## config.mk

```make
export PLATFORM = sky130hd
export DESIGN_NAME = clkdiv_ctrl
export DESIGN_NICKNAME = d
export VERILOG_FILES = /design/src/rtl/clkdiv_pkg.sv /design/src/rtl/clkdiv_core.sv /design/src/rtl/clkdiv_ctrl.sv
export SDC_FILE = /design/constraint.sdc
export NUM_CORES = 1
export LEC_CHECK = 0
export BUFFER_PORTS_ARGS = -buffer_cell sky130_fd_sc_hd__clkbuf_2
export CORE_MARGIN = 3
export CORE_UTILIZATION = 60
export CTS_BUF_LIST = sky130_fd_sc_hd__clkbuf_4
export CTS_CLUSTER_SIZE = 20
export DETAILED_ROUTE_END_ITERATION = 12
export PLACE_DENSITY = 0.83
export SLEW_MARGIN = 20
export SYNTH_ARGS = -nofsm -noshare
export SYNTH_HDL_FRONTEND = slang
export SYNTH_SLANG_ARGS = --single-unit
```

## constraint.sdc

```tcl
create_clock -name clk -period 6.2 [get_ports clk]
set_clock_uncertainty 0.15 [all_clocks]
set_input_delay 0 -clock clk [delete_from_list [all_inputs] [get_ports clk]]
set_output_delay 0 -clock clk [all_outputs]
set_load 0.1 [all_outputs]
```

## src/rtl/clkdiv_pkg.sv

```systemverilog
// -----------------------------------------------------------------------------
// clkdiv_pkg
// -----------------------------------------------------------------------------
// Shared definitions for the runtime-configurable clock divider.
//
// Contents:
//   state_t          controller state encoding (STOP, RUN, PENDING)
//   MIN_DIV_DEF      default smallest legal divisor
//   DIV_DEFAULT_DEF  default divisor after reset (1 Hz from a 50 MHz clock)
//   PCNT_W           width of the optional period counter
//                    (present only when CLKDIV_CTRL_PCNT_EN is defined)
// -----------------------------------------------------------------------------
package clkdiv_pkg;

   // STOP    : counter parked at zero, q low.
   // RUN     : counting with the divisor in force.
   // PENDING : counting, a new divisor waits for the next period boundary.
   typedef enum logic [1:0] {
      STOP    = 2'd0,
      RUN     = 2'd1,
      PENDING = 2'd2
   } state_t;

   localparam int unsigned MIN_DIV_DEF     = 2;
   localparam int unsigned DIV_DEFAULT_DEF = 50000000;
   localparam int unsigned PCNT_W          = 16;

endpackage : clkdiv_pkg

```

## src/rtl/clkdiv_core.sv

```systemverilog
// -----------------------------------------------------------------------------
// clkdiv_core
// -----------------------------------------------------------------------------
// Period counter of the clock divider: counts 0 .. div-1, detects the wrap and
// produces the registered square wave q and the one-cycle tick strobe.
//
// Ports:
//   clk    in   system clock, rising edge
//   reset  in   asynchronous, active-high reset
//   div    in   N   divisor currently in force (always >= 2)
//   run    in   counting enable; low parks the counter at zero
//   clear  in   forces the counter to zero (controller is stopped)
//   q      out  divided square wave, high iff the count is in the upper half
//   tick   out  one-cycle strobe in the cycle after each wrap edge
//   wrap   out  combinational: this cycle is the last of the period and the
//               counter is advancing, i.e. the next edge is a wrap edge
// -----------------------------------------------------------------------------
module clkdiv_core #(
   parameter int N = 26
) (
   input  logic         clk,
   input  logic         reset,
   input  logic [N-1:0] div,
   input  logic         run,
   input  logic         clear,
   output logic         q,
   output logic         tick,
   output logic         wrap
);

   logic [N-1:0] cnt;
   logic [N-1:0] cnt_next;
   logic         counting;
   logic         at_last;

   always_comb begin
      counting = run && !clear;
      // div >= 2 is guaranteed by the controller, so div-1 never underflows.
      at_last  = (cnt == (div - N'(1)));
      cnt_next = '0;
      if (counting && !at_last) begin
         cnt_next = cnt + N'(1);
      end
   end

   assign wrap = counting && at_last;

   // q is registered from the next count so it lines up with cnt in the same
   // cycle. After a wrap the next count is 0 and q is low for any div >= 2,
   // so a divisor swap at the boundary cannot shorten the high phase.
   always_ff @(posedge clk or posedge reset) begin
      if (reset) begin
         cnt  <= '0;
         q    <= 1'b0;
         tick <= 1'b0;
      end else begin
         cnt  <= cnt_next;
         q    <= counting && (cnt_next >= (div >> 1));
         tick <= wrap;
      end
   end

endmodule : clkdiv_core

```

## src/rtl/clkdiv_ctrl.sv

```systemverilog
// -----------------------------------------------------------------------------
// clkdiv_ctrl
// -----------------------------------------------------------------------------
// Runtime-configurable clock-divider controller. Generates the divided square
// wave q and a one-cycle tick per period; the divisor is reloaded through a
// valid/ready configuration port and only ever changes at a period boundary
// (or while stopped), so q never produces a short period.
//
// Optional feature: define CLKDIV_CTRL_PCNT_EN to add the 16-bit period_cnt
// output, which counts ticks and clears whenever div_active changes.
//
// Ports:
//   clk         in   system clock, rising edge
//   reset       in   asynchronous, active-high reset
//   en          in   run enable (level)
//   cfg_valid   in   a new divisor is presented
//   cfg_div     in   N  requested divisor
//   cfg_ready   out  controller can accept a divisor
//   cfg_err     out  one-cycle pulse: last accepted request was illegal
//   q           out  divided square wave
//   tick        out  one-cycle strobe per completed period
//   running     out  high in RUN or PENDING
//   div_active  out  N  divisor currently in force
//   period_cnt  out  16 tick counter (CLKDIV_CTRL_PCNT_EN only)
//
// Configuration handshake: a request transfers on any rising edge where
// cfg_valid && cfg_ready. The requester holds cfg_valid and cfg_div stable
// until that edge; cfg_valid is ignored while cfg_ready is low. Every
// transferred request is consumed, legal or not; an illegal one
// (cfg_div < MIN_DIV) only raises cfg_err for one cycle.
// -----------------------------------------------------------------------------
module clkdiv_ctrl
   import clkdiv_pkg::*;
#(
   parameter int          N           = 26,
   parameter int unsigned DIV_DEFAULT = DIV_DEFAULT_DEF,
   parameter int unsigned MIN_DIV     = MIN_DIV_DEF
) (
   input  logic              clk,
   input  logic              reset,
   input  logic              en,
   input  logic              cfg_valid,
   input  logic [N-1:0]      cfg_div,
   output logic              cfg_ready,
   output logic              cfg_err,
   output logic              q,
   output logic              tick,
   output logic              running,
   output logic [N-1:0]      div_active
`ifdef CLKDIV_CTRL_PCNT_EN
   ,
   output logic [PCNT_W-1:0] period_cnt
`endif
);

   localparam logic [N-1:0] DIV_RST = N'(DIV_DEFAULT);
   localparam logic [N-1:0] MIN_LIM = N'(MIN_DIV);

   state_t       state;
   logic [N-1:0] pend_div;
   logic [N-1:0] div_next;
   logic         accept;
   logic         legal_req;
   logic         core_clear;
   logic         wrap;

   assign accept     = cfg_valid && cfg_ready;
   assign legal_req  = (cfg_div >= MIN_LIM);
   assign core_clear = (state == STOP);

   // ---------------------------------------------------------------------------
   // Period counter. en low stops counting immediately, which also suppresses
   // the tick of a wrap that coincides with en dropping.
   // ---------------------------------------------------------------------------
   clkdiv_core #(
      .N (N)
   ) u_core (
      .clk   (clk),
      .reset (reset),
      .div   (div_active),
      .run   (en),
      .clear (core_clear),
      .q     (q),
      .tick  (tick),
      .wrap  (wrap)
   );

   // ---------------------------------------------------------------------------
   // Next divisor in force. Kept separate from the FSM so the optional period
   // counter can see a divisor change on the edge it happens.
   // ---------------------------------------------------------------------------
   always_comb begin
      div_next = div_active;
      case (state)
         STOP: begin
            if (accept && legal_req) begin
               div_next = cfg_div;
            end
         end
         RUN: begin
            // A legal request arriving together with en low is a STOP load.
            if (!en && accept && legal_req) begin
               div_next = cfg_div;
            end
         end
         PENDING: begin
            // Stopping applies the waiting divisor at once; otherwise it
            // waits for the wrap edge.
            if (!en || wrap) begin
               div_next = pend_div;
            end
         end
         default: div_next = div_active;
      endcase
   end

   // ---------------------------------------------------------------------------
   // Controller FSM with registered handshake and status outputs.
   // ---------------------------------------------------------------------------
   always_ff @(posedge clk or posedge reset) begin
      if (reset) begin
         state      <= STOP;
         div_active <= DIV_RST;
         pend_div   <= '0;
         running    <= 1'b0;
         cfg_ready  <= 1'b1;
         cfg_err    <= 1'b0;
      end else begin
         div_active <= div_next;
         cfg_err    <= accept && !legal_req;
         case (state)
            STOP: begin
               cfg_ready <= 1'b1;
               if (en) begin
                  state   <= RUN;
                  running <= 1'b1;
               end
            end
            RUN: begin
               if (!en) begin
                  state     <= STOP;
                  running   <= 1'b0;
                  cfg_ready <= 1'b1;
               end else if (accept && legal_req) begin
                  // Even when this is the wrap cycle, the new divisor waits
                  // for the following wrap: the PENDING state is only
                  // entered on this edge.
                  pend_div  <= cfg_div;
                  state     <= PENDING;
                  cfg_ready <= 1'b0;
               end
            end
            PENDING: begin
               if (!en) begin
                  state     <= STOP;
                  running   <= 1'b0;
                  cfg_ready <= 1'b1;
               end else if (wrap) begin
                  state     <= RUN;
                  cfg_ready <= 1'b1;
               end
            end
            default: begin
               state     <= STOP;
               running   <= 1'b0;
               cfg_ready <= 1'b1;
            end
         endcase
      end
   end

`ifdef CLKDIV_CTRL_PCNT_EN
   // ---------------------------------------------------------------------------
   // Tick counter; restarts whenever a new divisor comes into force so it
   // always reports periods of the current rate. Wraps naturally at 0xFFFF.
   // ---------------------------------------------------------------------------
   always_ff @(posedge clk or posedge reset) begin
      if (reset) begin
         period_cnt <= '0;
      end else if (div_next != div_active) begin
         period_cnt <= '0;
      end else if (tick) begin
         period_cnt <= period_cnt + PCNT_W'(1);
      end
   end
`endif

endmodule : clkdiv_ctrl

```

Word level (Yosys, flattened, before mapping)
Cells that the tools add are included.
- register bits: 85
- bits of input ports: 30
- output and inout port bits: 31
- logic and storage cells: 64
- add/sub/neg operators: 2
- magnitude comparators: 2
- equal/unequal tests: 10
- muxes and demuxes: 19
- reductions and logical operators: 22
- operators with widths (kind ; number):
    2-to-1 mux 26 bit ; 4
    case mux 26 bit (3 select lines) ; 1
    adder 26 x 1 -> 26 bit, second input constant ; 1
    equality test 26 bit ; 1
    greater-or-equal comparator 26 x 2 -> 1 bit, second input constant ; 1
    greater-or-equal comparator 26 x 25 -> 1 bit ; 1
    subtractor 26 x 1 -> 26 bit, second input constant ; 1
    2-to-1 mux 2 bit ; 5
    != test 2 bit, second input constant ; 5
    logical AND 1 bit ; 9
    2-to-1 mux 1 bit ; 6
    case mux 2 bit (3 select lines) ; 1
    AND reduction 3 bit ; 2
    zero test 1 bit ; 4
    case mux 1 bit (2 select lines) ; 2
    AND reduction 2 bit ; 2
    AND reduction 4 bit ; 1
    != test 3 x 2 -> 1 bit, second input constant ; 1
    != test 3 bit, second input constant ; 1
    nonzero test 3 bit ; 1
    equality test 2 x 1 -> 1 bit, second input constant ; 1
    equality test 2 bit, second input constant ; 1
    zero test 2 bit ; 1
    OR reduction 2 bit ; 1
    logical OR 1 bit ; 1

Logic depth before layout (Yosys ltp)
Gate-level depths: netlist (run 1).
- depth after elaboration: 7
- gate-level depth with buffers: 21
- gate-level depth less buffers: 19

Modules after synthesis
A second synthesis (run 1) with hierarchy kept.
- cell total of the unflattened synthesis: 552
- area, all modules: 5647.9 um^2
- by module, submodules not included (module ; instances ; cells an instance ; area an instance (um^2) ; seq. area each (um^2)):
    clkdiv_core ; 1 ; 364 ; 2977.9 ; 700.7
    clkdiv_ctrl ; 1 ; 188 ; 2670.1 ; 1442.6

Least setup slack after synthesis (run 1)
OpenSTA, ideal clock, no wires.
- path type: register to register
- start point: register div_active[0]
- end point: register u_core.q
- library setup time: 0.077 ns
- arrival time: 5.128 ns
- required time: 5.973 ns
- slack: 0.845 ns
- stages on the path, launching flop included: 20
- path buffers: 2
- period minus slack after synthesis: 5.355 ns
- cells stage by stage: dfrtp_1 inv_1 ha_1 or4b_2 nor3_1 mux2_2 nand3_1 o21ai_0 or4_1 buf_2 nand2_1 buf_2 nor2_1 ha_1 nand4_1 or4_1 a221o_1 nand3_1 o221ai_1 a21oi_1
- cells in the longest elaborated chain, start to end: 7
- ends and longest elaborated chain (what ; line ; RTL):
    start, declared ; clkdiv_ctrl.sv:49 ; output logic [N-1:0] div_active
    start signal, assigned ; clkdiv_ctrl.sv:129 ; div_active <= div_next;
    subtractor 26 x 1 -> 26 bit ; clkdiv_core.sv:39 ; at_last = (cnt == (div - N'(1)));
    equality test 26 bit ; clkdiv_core.sv:39 ;
    zero test 1 bit ; clkdiv_core.sv:41 ; if (counting && !at_last) begin
    logical AND 1 bit ; clkdiv_core.sv:41 ;
    2-to-1 mux 26 bit ; clkdiv_core.sv:41 ;
    via u_core.cnt_next[6] ; clkdiv_core.sv:32 ; logic [N-1:0] cnt_next;
    greater-or-equal comparator 26 x 25 -> 1 bit ; clkdiv_core.sv:58 ; q <= counting && (cnt_next >= (div >> 1));
    logical AND 1 bit ; clkdiv_core.sv:58 ;
    end signal, assigned ; clkdiv_core.sv:58 ;
    end, declared ; clkdiv_core.sv:26 ; output logic q,
The timed path passes the listed nets, and every way through them passes these cells.
A chain may end at the register's enable or synchronous reset.

Worst setup path in the final report (run 1)
- start point: register div_active[1]
- end point: register u_core.q
The elaborated chain is that of the path after synthesis.

==> flow_metrics.env, run 1 <==
export IMPL_syn2layout_area_growth_pct=15.1
export IMPL_track_usage=0.279
export IMPL_synthesis_instances=548
export IMPL_crit_chain="inv_1 -> ha_1 -> or4b_2 -> nor3_1 -> mux2_2 -> nand3_1 -> o21ai_0 -> or4_1 -> nand2_1 -> buf_4 -> nor2_1 -> ha_1 -> nand4_1 -> or4_1 -> a221o_1 -> nand3_1 -> o221ai_1 -> a21oi_1"
export IMPL_end_kind="flip-flop"
export IMPL_cts_tree="yes"
export IMPL_relSlewSlack=0.473
export IMPL_detail_route_antenna_nets=0
export IMPL_synth_largest_area_cell="dfrtp_1"
export IMPL_ys_seq_elements=85
export IMPL_cp_arrival_ns=5.84
export IMPL_antenna_cells=0
export IMPL_ios=61
export IMPL_fill_cells=590
export IMPL_rows=34
export IMPL_timing_final_crit_period_ns=5.63
export IMPL_fin_crit_sh=0.909
export IMPL_drcViolationCount=0
export IMPL_setup_tns_ns=0
export IMPL_routabilityCongestion=0.919
export IMPL_grt_max_degree=86
export IMPL_cts_clk_slew_worst_paths_ns=0.13
export IMPL_r2r_start="div_active[1]$_DFFE_PP0P_"
export IMPL_cts_hold_buf=30
export IMPL_ys_types=62
export IMPL_initial_utilization=0.628
export IMPL_worstSetupStartpointType="flip-flop"
export IMPL_htree_levels=3
export IMPL_yosys_top_cells_area="dfrtp_1 32%, mux2i_1 9.9%, ha_1 7.0%"
export IMPL_pwr_density_cell_nw_per_um2=530
export IMPL_synth_top_area_share=0.324
export IMPL_vias_per_cell=6.21
export IMPL_drive_gt1_frac=0.222
export IMPL_fin_cells=748
export IMPL_report_final_slew_viol_count=0
export IMPL_p_leak_uw=0.00288
export IMPL_cts_resized=0
export IMPL_worst_pin_slew_ns=0.784
export IMPL_postCtsSetupBuffers=0
export IMPL_drtIter0Drc=328
export IMPL_die_area_sq_um=10500
export IMPL_antenna_found_initial=0
export IMPL_r2r_end="u_core.q$_DFF_PP0_"
export IMPL_grt_pass1_wl_mm=22.5
export IMPL_die_width_um=102
export IMPL_finalHoldViolations=0
export IMPL_peakVddDrop_mv=0.327
export IMPL_reg2reg_depth=18
export IMPL_grt_overflow=0
export IMPL_critPathBufInv=2
export IMPL_clock_sinks=85
export IMPL_synthesis_nets=609
export IMPL_synth_edff_count=0
export IMPL_dp_cells=701
export IMPL_synth_flop_cell="dfrtp_1"
export IMPL_clk_insertion_delay_late_ns=0.43
export IMPL_cts_made_buffers=9
export IMPL_synth_seq_area_share=0.386
export IMPL_wl_mm=14.3
export IMPL_timing_fmax_ghz=0.178
export IMPL_dp_hpwl_mm=10.4
export IMPL_finish_net_count=696
export IMPL_hold_class="in2async"
export IMPL_io_buffer_count=60
export IMPL_synth_avg_cell_area_sq_um=10.1
export IMPL_core_sq_um=8850
export IMPL_worstPathRequired_ns=6.41
export IMPL_synth_async_sr_flop_share=1.00
export IMPL_rrSetupSlack_ns=0.57
export IMPL_grt_pass1_vias=4648
export IMPL_crit_fanout=13
export IMPL_yosysWarnings=0
export IMPL_setup_violations=0
export IMPL_crit_path_max_incr_delay_ns=0.69
export IMPL_critPathKind="reg2reg"
export IMPL_detail_route_wl_per_cell_um=19.1
export IMPL_crit_family="simple AND/OR/NAND/NOR gates"
export IMPL_cp_slowest_cell="or4b_2"
export IMPL_first_pass_iters=7
export IMPL_cts_max_path_buffers=2
export IMPL_dieHeight_um=102
export IMPL_rsz0062_at_grt="false"
export IMPL_drv_cap=0
export IMPL_syn_area_sq_um=5560
export IMPL_status="finished clean"
export IMPL_route_vias_total=4644
export IMPL_clockRootBuffer="clkbuf_4"
worst max path at each step:
stage                                    from            endpoint  slack (ns)  cells after the start
finish              div_active[1]$_DFFE_PP0P_  u_core.q$_DFF_PP0_        0.57                     18
global route        div_active[1]$_DFFE_PP0P_  u_core.q$_DFF_PP0_        0.17                     18
CTS                 div_active[1]$_DFFE_PP0P_  u_core.q$_DFF_PP0_        0.61                     18
detailed placement  div_active[1]$_DFFE_PP0P_  u_core.q$_DFF_PP0_        0.68                     18
global placement    div_active[0]$_DFFE_PP0P_  u_core.q$_DFF_PP0_        0.91                     18
floorplan           div_active[0]$_DFFE_PP0P_  u_core.q$_DFF_PP0_        0.85                     19
routing by layer:
layer	up-vias	track usage	wire length [um]	share of wire
met5	-	0	0	0
met4	0	0.124	536	0.038
met3	36	0.0553	852	0.060
met2	195	0.452	6810	0.48
met1	2254	0.363	6050	0.42
li1	2159	-	-	-
worst register-to-register path, cell delays in order (launching register included):
cell      delay (ns)
dfrtp_1         0.46
inv_1           0.11
ha_1            0.27
or4b_2          0.69
nor3_1          0.26
mux2_2          0.37
nand3_1         0.07
o21ai_0         0.09
or4_1           0.68
nand2_1         0.39
buf_4           0.26
nor2_1          0.09
ha_1            0.33
nand4_1         0.11
or4_1           0.50
a221o_1         0.36
nand3_1         0.07
o221ai_1        0.14
a21oi_1         0.17
metrics by stage:
| stage | utilization | hold WS, ns | setup WS [ns] | total power [uW] | instance area, sq um |
|---|---|---|---|---|---|
| 2_1_floorplan | - | -0.0116 | 0.845 | 2600 | 5560 |
| 4_1_cts | 0.719 | 0.187 | 0.612 | 3330 | 6360 |
| 5_1_grt | 0.723 | 0.190 | 0.174 | 3550 | 6390 |
| 6_report | 0.723 | 0.117 | 0.567 | 3390 | 6390 |
| 3_3_place_gp | 0.667 | 0.0868 | 0.906 | 2900 | 5900 |
| 3_5_place_dp | 0.667 | 0.0845 | 0.676 | 2960 | 5900 |
where the power goes:
group	internal (uW)	switching, uW	leakage [uW]
Sequential	783	272	0.00105
Clock	171	184	0.0000845
Combinational	603	1380	0.00174
sequential cells by signal (all words and copies together) (netlist names), 2 cells and up:
name        flops
state           2
pend_div       26
div_active     26
u_core.cnt     26
area by class of cell:
cell class | count | area, sq um | area share
clock buffers | 11 | 82.6 | 0.0129
clock inverters | 5 | 76.3 | 0.0119
inverters | 35 | 133 | 0.0207
multi-input cells | 408 | 3150 | 0.493
flip-flops and latches | 85 | 2140 | 0.335
well taps | 108 | 135 | 0.0211
repair buffers | 96 | 669 | 0.105
synth_stat cells, types with 3 or more instances:
cell type  instances
and4_1             4
nor4_1            11
nand2_1           18
a211oi_1           4
a31oi_1            6
o21ai_0           12
nor4_2             3
mux2_2            27
xnor2_1           19
nand3_1           16
a21oi_1           17
inv_1             35
nor3_1            15
buf_6              5
clkbuf_1           5
ha_1              31
dfrtp_1           72
or4_1              3
or3_1              4
o21a_1             3
nand4_1           21
nor4b_1            3
xor2_1            34
buf_2              3
and3_1             5
dfstp_2           13
mux2i_1           55
buf_4              4
nor2_1            49
or2_2              3
nor2b_1            5
cell usage in the layout (no fill, tap or decap), types with 3 or more instances in the layout:
cell type      netlist  final
nand3_1             16     16
inv_1               35     34
nand4_1             21     21
xnor2_1             19     19
or4_1                3      3
xor2_1              34     34
nor2_1              49     49
a211oi_1             4      4
nor2b_1              5      5
buf_4                4      4
nor3_1              15     15
or3_1                4      4
mux2i_1             55     55
dfstp_2             13     13
nor4_2               3      3
o21ai_0             12     12
ha_1                31     31
clkbuf_2             0     60
mux2_2              27     27
or2_2                3      3
and3_1               5      5
a31oi_1              6      5
and4_1               4      4
nor4b_1              3      3
dfrtp_1             72     72
nor4_1              11     11
o21a_1               3      3
a21oi_1             17     17
nand2_1             18     18
clkbuf_4             0     11
dlygate4sd3_1        0     30
logic make-up (layout without fill, tap and decap cells):
family | after synthesis | after routing | share of synthesized area
muxes | 82 | 82 | 0.154
xor gates and xnor gates | 53 | 53 | 0.0836
AOI/OAI and AO/OA | 61 | 61 | 0.0723
DFF | 85 | 85 | 0.386
buffers and inverters | 55 | 147 | 0.0491
and+or+nand+nor | 181 | 181 | 0.186
adders and majority gates | 31 | 31 | 0.0698
Power figures use the tool's default switching activity.
==> inputs of run 2 (changes only) <==
--- a/config.mk
+++ b/config.mk
@@ -5,6 +5,7 @@
 export SDC_FILE = /design/constraint.sdc
 export NUM_CORES = 1
 export LEC_CHECK = 0
+export ABC_AREA = 1
 export BUFFER_PORTS_ARGS = -buffer_cell sky130_fd_sc_hd__clkbuf_2
 export CORE_MARGIN = 3
 export CORE_UTILIZATION = 60
==> flow_metrics.env, run 2 <==
export IMPL_status="finished clean"
export IMPL_setup_tns_ns=0
export IMPL_cts_max_path_buffers=2
export IMPL_die_width_um=105
export IMPL_yosys_top_cells_area="dfrtp_1 30%, nand2_1 8.4%, ha_1 6.6%"
export IMPL_clkPwrFrac=0.093
export IMPL_synthesis_nets=774
export IMPL_io_buffer_count=60
export IMPL_vias_per_cell=5.64
export IMPL_cp_arrival_ns=4.43
export IMPL_cp_slowest_cell="dfrtp_1"
export IMPL_intPower_uw=1420
export IMPL_largestRegisters="div_active (26), pend_div (26), u_core.cnt (26)"
export IMPL_timing_hold_ws_ns=0.164
export IMPL_ios=61
export IMPL_drv_cap=0
export IMPL_postCtsSetupBuffers=0
export IMPL_rsz0062_at_grt="false"
export IMPL_yosysMostFrequentCell="nand2_1"
export IMPL_timing_final_crit_period_ns=4.22
export IMPL_finalPower_uw=3410
export IMPL_drtIter0Drc=381
export IMPL_peakVddDrop_mv=0.308
export IMPL_wl_mm=15.8
export IMPL_yosysWarnings=0
export IMPL_relSlewSlack=0.458
export IMPL_most_common_layout_cells="132 x nand2_1, 97 x nor2_1, 72 x dfrtp_1"
export IMPL_rows=35
export IMPL_crit_fanout=24
export IMPL_route_vias_total=5277
export IMPL_ys_types=41
export IMPL_detail_route_antenna_nets=0
export IMPL_seqPwrFrac=0.309
export IMPL_comb_power_share=0.598
export IMPL_antenna_cells=0
export IMPL_initial_utilization=0.628
export IMPL_synth_largest_area_cell="dfrtp_1"
export IMPL_critPathKind="reg2reg"
export IMPL_cts_tree="yes"
export IMPL_antenna_found_initial=0
export IMPL_drcViolationCount=0
export IMPL_clock_sinks=85
export IMPL_grt_overflow=0
export IMPL_grt_pass1_vias=5403
export IMPL_dp_hpwl_mm=11.3
export IMPL_pwr_density_cell_nw_per_um2=506
export IMPL_synth_avg_cell_area_sq_um=8.29
export IMPL_syn2layout_area_growth_pct=13.9
export IMPL_report_final_slew_viol_count=0
export IMPL_synthesis_instances=713
export IMPL_grt_max_degree=86
export IMPL_hold_class="in2async"
export IMPL_synth_edff_count=0
export IMPL_synth_async_sr_flop_share=1.00
export IMPL_syn_area_sq_um=5910
export IMPL_cts_clk_slew_worst_paths_ns=0.17
export IMPL_cp_common_cell="nand2_1"
export IMPL_p_leak_uw=0.00315
export IMPL_htree_levels=3
export IMPL_synth_top_area_share=0.305
export IMPL_switching_share=0.583
export IMPL_core_sq_um=9420
export IMPL_cts_made_buffers=9
export IMPL_worst_pin_slew_ns=0.813
export IMPL_mostFrequentLayoutCell="nand2_1"
export IMPL_worstPathRequired_ns=6.41
export IMPL_routabilityCongestion=0.974
export IMPL_clockRootBuffer="clkbuf_4"
export IMPL_ys_seq_elements=85
export IMPL_p_switching_uw=1990
export IMPL_detail_route_wl_per_cell_um=16.9
export IMPL_die_area_sq_um=11100
export IMPL_drive_gt1_frac=0.252
export IMPL_clk_insertion_delay_late_ns=0.46
export IMPL_grt_pass1_wl_mm=26.5
export IMPL_end_kind="flip-flop"
export IMPL_timing_fmax_ghz=0.237
export IMPL_crit_path_max_incr_delay_ns=0.47
export IMPL_first_pass_iters=5
export IMPL_finalHoldViolations=0
export IMPL_setup_violations=0
export IMPL_dieHeight_um=105
export IMPL_worstSetupStartpointType="flip-flop"
export IMPL_track_usage=0.300
export IMPL_synth_commonest_cells="132 x nand2_1, 98 x nor2_1, 72 x dfrtp_1, 72 x inv_1, 32 x nand3_1"
export IMPL_synth_flop_cell="dfrtp_1"
export IMPL_finish_net_count=863
export IMPL_synth_seq_area_share=0.363
export IMPL_fin_crit_sh=0.681
==> run 2: cell count changes in the layout (fill, tap and decap cells not counted), moves of 5 or more <==
cell / before / now
and3_1: 5 / 0
inv_1: 34 / 71
mux2i_1: 55 / 25
nand2_1: 18 / 132
nand2_2: 0 / 31
nand3_1: 16 / 32
nand4_1: 21 / 16
nor2_1: 49 / 97
nor2_2: 0 / 13
nor2b_1: 5 / 0
nor3_1: 15 / 7
o21ai_2: 0 / 27
xor2_1: 34 / 21
==> run 2: final cells by class <==
cell class                      count  area [sq um]
Multi-Input combinational cell    539          3400
Fill cell                         726          2680
Tap cell                          129           161
Inverter                           75           283
Sequential cell                    85          2140
Clock buffer                       10          75.1
Clock inverter                      6          53.8
Timing Repair Buffer               92           619
==> run 2: final timing paths <==
kind / start / endpoint / slack (ns) / depth (start not counted)
setup / recovery: div_active[0]$_DFFE_PP0P_ / u_core.q$_DFF_PP0_ / 1.98 / 30
hold / removal: reset / div_active[0]$_DFFE_PP0P_ / 0.16 / 4
setup reg to reg: div_active[0]$_DFFE_PP0P_ / u_core.q$_DFF_PP0_ / 1.98 / 30
hold reg to reg: cfg_ready$_DFFE_PP1P_ / cfg_ready$_DFFE_PP1P_ / 0.37 / 2
max in group asynchronous: reset / u_core.cnt[16]$_DFF_PP0_ / 5.22 / 4
min in group clk: cfg_div[5] / pend_div[5]$_DFFE_PP0P_ / 0.19 / 3
==> run 2: cells by family (layout without fill, tap and decap cells) <==
group                    count (synthesis)  in the layout  share of synthesized area
adder cells (fa/ha/maj)                 31             31                     0.0656
multiplexers                            50             50                     0.0899
AO/OA/AOI/OAI                           62             62                     0.0736
flip-flops                              85             85                      0.363
XOR/XNOR                                36             36                     0.0533
buffers and inverters                   89            183                     0.0641
AND/OR/NAND/NOR                        360            360                      0.291
==> run 2: worst max-delay path, delay by kind of cell (launching register included) <==
family | cells | cell delay [ns]
fa+ha+maj | 2 | 0.58
flops | 1 | 0.47
simple gates | 24 | 2.63
buf+inv | 3 | 0.21
compound gates | 1 | 0.08
==> run 2: per-stage QoR <==
stage / std cells / instance area [sq um] / utilization / setup WS [ns]
finish: 936 / 6730 / 0.715 / 1.98
global route: 936 / 6730 / 0.715 / 1.50
CTS: 936 / 6730 / 0.715 / 2.00
detailed placement: 890 / 6300 / 0.669 / 2.06
global placement: 890 / 6290 / 0.669 / 2.18
floorplan: 713 / 5910 / - / 2.15
==> run 2: power by group through the flow <==
| stage | registers, uW | clock network, uW | logic (uW) |
|---|---|---|---|
| after floorplan | 1610 | 0 | 1080 |
| final | 1050 | 317 | 2040 |
| after global placement | 1040 | 0 | 1940 |
| after detailed placement | 1050 | 0 | 2000 |
| after CTS | 1040 | 319 | 2020 |
| after global routing | 1080 | 339 | 2210 |
==> run 2: per-layer routing <==
layer | wire length (um) | vias up | global-route usage
met1 | 6650 | 2512 | 0.396
met4 | 482 | 0 | 0.127
met3 | 1030 | 41 | 0.0423
li1 | - | 2508 | -
met5 | 0 | - | 0
met2 | 7630 | 216 | 0.495
==> run 2: what timing repair did <==
item                      in CTS  in global routing
hold buffers                  30                  0
hold endpoints to repair     132                  0
gates resized for setup        0                  0
==> inputs of run 3 (changes only) <==
==> constraint.sdc (replaced) <==
create_clock -name clk -period 3.9 [get_ports clk]
set_clock_uncertainty 0.15 [all_clocks]
set_input_delay 0 -clock clk [delete_from_list [all_inputs] [get_ports clk]]
set_output_delay 0 -clock clk [all_outputs]
set_load 0.1 [all_outputs]
==> flow_metrics.env, run 3 (synthesized netlist as in run 2, its figures left out) <==
export IMPL_rows=35
export IMPL_die_width_um=105
export IMPL_vias_per_cell=5.63
export IMPL_drive_gt1_frac=0.327
export IMPL_antenna_cells=0
export IMPL_cp_common_cell="nand2_1"
export IMPL_crit_path_max_incr_delay_ns=0.48
export IMPL_first_pass_iters=5
export IMPL_timing_fmax_ghz=0.260
export IMPL_report_final_slew_viol_count=0
export IMPL_p_leak_uw=0.00336
export IMPL_die_area_sq_um=11100
export IMPL_detail_route_antenna_nets=0
export IMPL_reg2reg_depth=30
export IMPL_relSlewSlack=0.373
export IMPL_dp_hpwl_mm=11.4
export IMPL_hold_class="in2async"
export IMPL_grt_max_degree=55
export IMPL_dieHeight_um=105
export IMPL_peakVddDrop_mv=0.627
export IMPL_fin_ws_ns=0.0580
export IMPL_syn2layout_area_growth_pct=21.5
export IMPL_grt_pass1_wl_mm=27.0
export IMPL_cts_made_buffers=9
export IMPL_track_usage=0.301
export IMPL_antenna_found_initial=0
export IMPL_cts_max_path_buffers=2
export IMPL_core_sq_um=9420
export IMPL_multi_input_area_sq_um=3570
export IMPL_crit_fanout=8
export IMPL_drtIter0Drc=370
export IMPL_rrSetupSlack_ns=0.06
export IMPL_met3_length_um=891
export IMPL_highest_layer="met4"
export IMPL_r2r_end="u_core.q$_DFF_PP0_"
export IMPL_timing_final_crit_period_ns=3.84
export IMPL_htree_levels=3
export IMPL_clock_sinks=85
export IMPL_dp_slack_ns=-0.0458
export IMPL_met1_length_mm=7.19
export IMPL_ios=61
export IMPL_detail_route_wl_per_cell_um=17.3
export IMPL_finalHoldViolations=0
export IMPL_grt_pass1_vias=5406
export IMPL_setup_violations=0
export IMPL_io_buffer_count=60
export IMPL_r2r_start="div_active[1]$_DFFE_PP0P_"
export IMPL_largestRegisters="div_active (26), pend_div (26), u_core.cnt (26)"
export IMPL_drcViolationCount=0
export IMPL_cts_clk_slew_worst_paths_ns=0.17
export IMPL_finalPower_uw=5820
export IMPL_status="finished clean"
export IMPL_most_common_layout_cells="128 x nand2_1, 89 x nor2_1, 67 x inv_1"
export IMPL_routabilityCongestion=0.969
export IMPL_wl_mm=16.7
export IMPL_route_vias_total=5452
export IMPL_pwr_density_cell_nw_per_um2=810
export IMPL_clk_insertion_delay_late_ns=0.45
export IMPL_worstPathRequired_ns=4.14
export IMPL_rsz0062_at_grt="true"
export IMPL_grt_overflow=0
export IMPL_cts_tree="yes"
export IMPL_finish_net_count=895
export IMPL_fill_cells=653
export IMPL_worst_pin_slew_ns=0.940
export IMPL_cp_slowest_cell="dfrtp_2"
export IMPL_clockRootBuffer="clkbuf_4"
export IMPL_mostFrequentLayoutCell="nand2_1"
export IMPL_fin_crit_sh=0.985
export IMPL_ff_latch_area_sq_um=2160
export IMPL_drv_cap=0
export IMPL_worstSetupStartpointType="flip-flop"
export IMPL_dr_wl_met2_mm=8.18
export IMPL_cp_arrival_ns=4.08
export IMPL_initial_utilization=0.628
export IMPL_critPathKind="reg2reg"
export IMPL_end_kind="flip-flop"
[run 3: cell count changes in the layout (fill, tap and decap cells not counted), moves of 5 or more]
cell,before,now
buf_4,1,30
dfrtp_1,72,61
dfrtp_2,0,11
nor2_1,97,89
nor2_2,13,21
nor3_1,7,2
[run 3: how the worst max path moves through the flow]
stage / slack (ns) / endpoint / startpoint / depth (start not counted)
2_1_floorplan: 0.11 / u_core.q$_DFF_PP0_ / div_active[8]$_DFFE_PP0P_ / 28
3_3_place_gp: 0.09 / u_core.q$_DFF_PP0_ / div_active[1]$_DFFE_PP0P_ / 32
3_5_place_dp: -0.05 / u_core.q$_DFF_PP0_ / div_active[1]$_DFFE_PP0P_ / 32
4_1_cts: 0.009 / u_core.q$_DFF_PP0_ / u_core.cnt[0]$_DFF_PP0_ / 28
5_1_grt: -0.18 / u_core.q$_DFF_PP0_ / u_core.cnt[0]$_DFF_PP0_ / 28
6_report: 0.06 / u_core.q$_DFF_PP0_ / div_active[1]$_DFFE_PP0P_ / 30
[run 3: stage by stage]
stage	cell area, sq um	utilization	hold WS, ns	setup TNS [ns]	cells
finish	7180	0.763	0.103	0	968
global route	7180	0.763	0.166	-0.183	968
CTS	6870	0.729	0.113	0	946
detailed placement	6360	0.676	0.0527	-0.0458	899
global placement	6360	0.676	0.0464	0	899
floorplan	5910	-	-0.00527	0	713
[run 3: critical path: cells and delay by family, from the launching register on]
kind | cells | cell delay [ns]
AND/OR/NAND/NOR | 23 | 2.06
buffers and inverters | 4 | 0.46
adder cells (fa/ha/maj) | 2 | 0.50
flip-flops | 1 | 0.48
AO/OA/AOI/OAI | 1 | 0.09
[run 3: power breakdown]
part	switching (uW)	total [uW]	leakage [uW]	internal, uW
clock network	353	628	0.0000891	275
logic	2520	3550	0.00222	1030
registers	393	1640	0.00105	1240
total	3270	5820	0.00336	2550
[run 3: what timing repair did]
| action | CTS | global route |
|---|---|---|
| endpoints found under the setup margin | 1 | 1 |
| pin swaps | 0 | 16 |
| hold buffers | 30 | 0 |
| endpoints found under the hold margin | 110 | 0 |
| gates resized for setup | 5 | 45 |
| setup buffers | 0 | 20 |
| gates cloned | 1 | 2 |
[run 3: layout make-up]
type                            instances  area share
Multi-Input combinational cell        542       0.497
Sequential cell                        85       0.300
Tap cell                              129      0.0225
Clock buffer                           10      0.0105
Inverter                               75      0.0394
Clock inverter                          6      0.0134
Timing Repair Buffer                  121       0.117
[run 3: layer usage]
metal	track usage	vias up
met3	0.0539	42
li1	-	2578
met1	0.407	2637
met4	0.0778	0
met2	0.502	195
met5	0	-
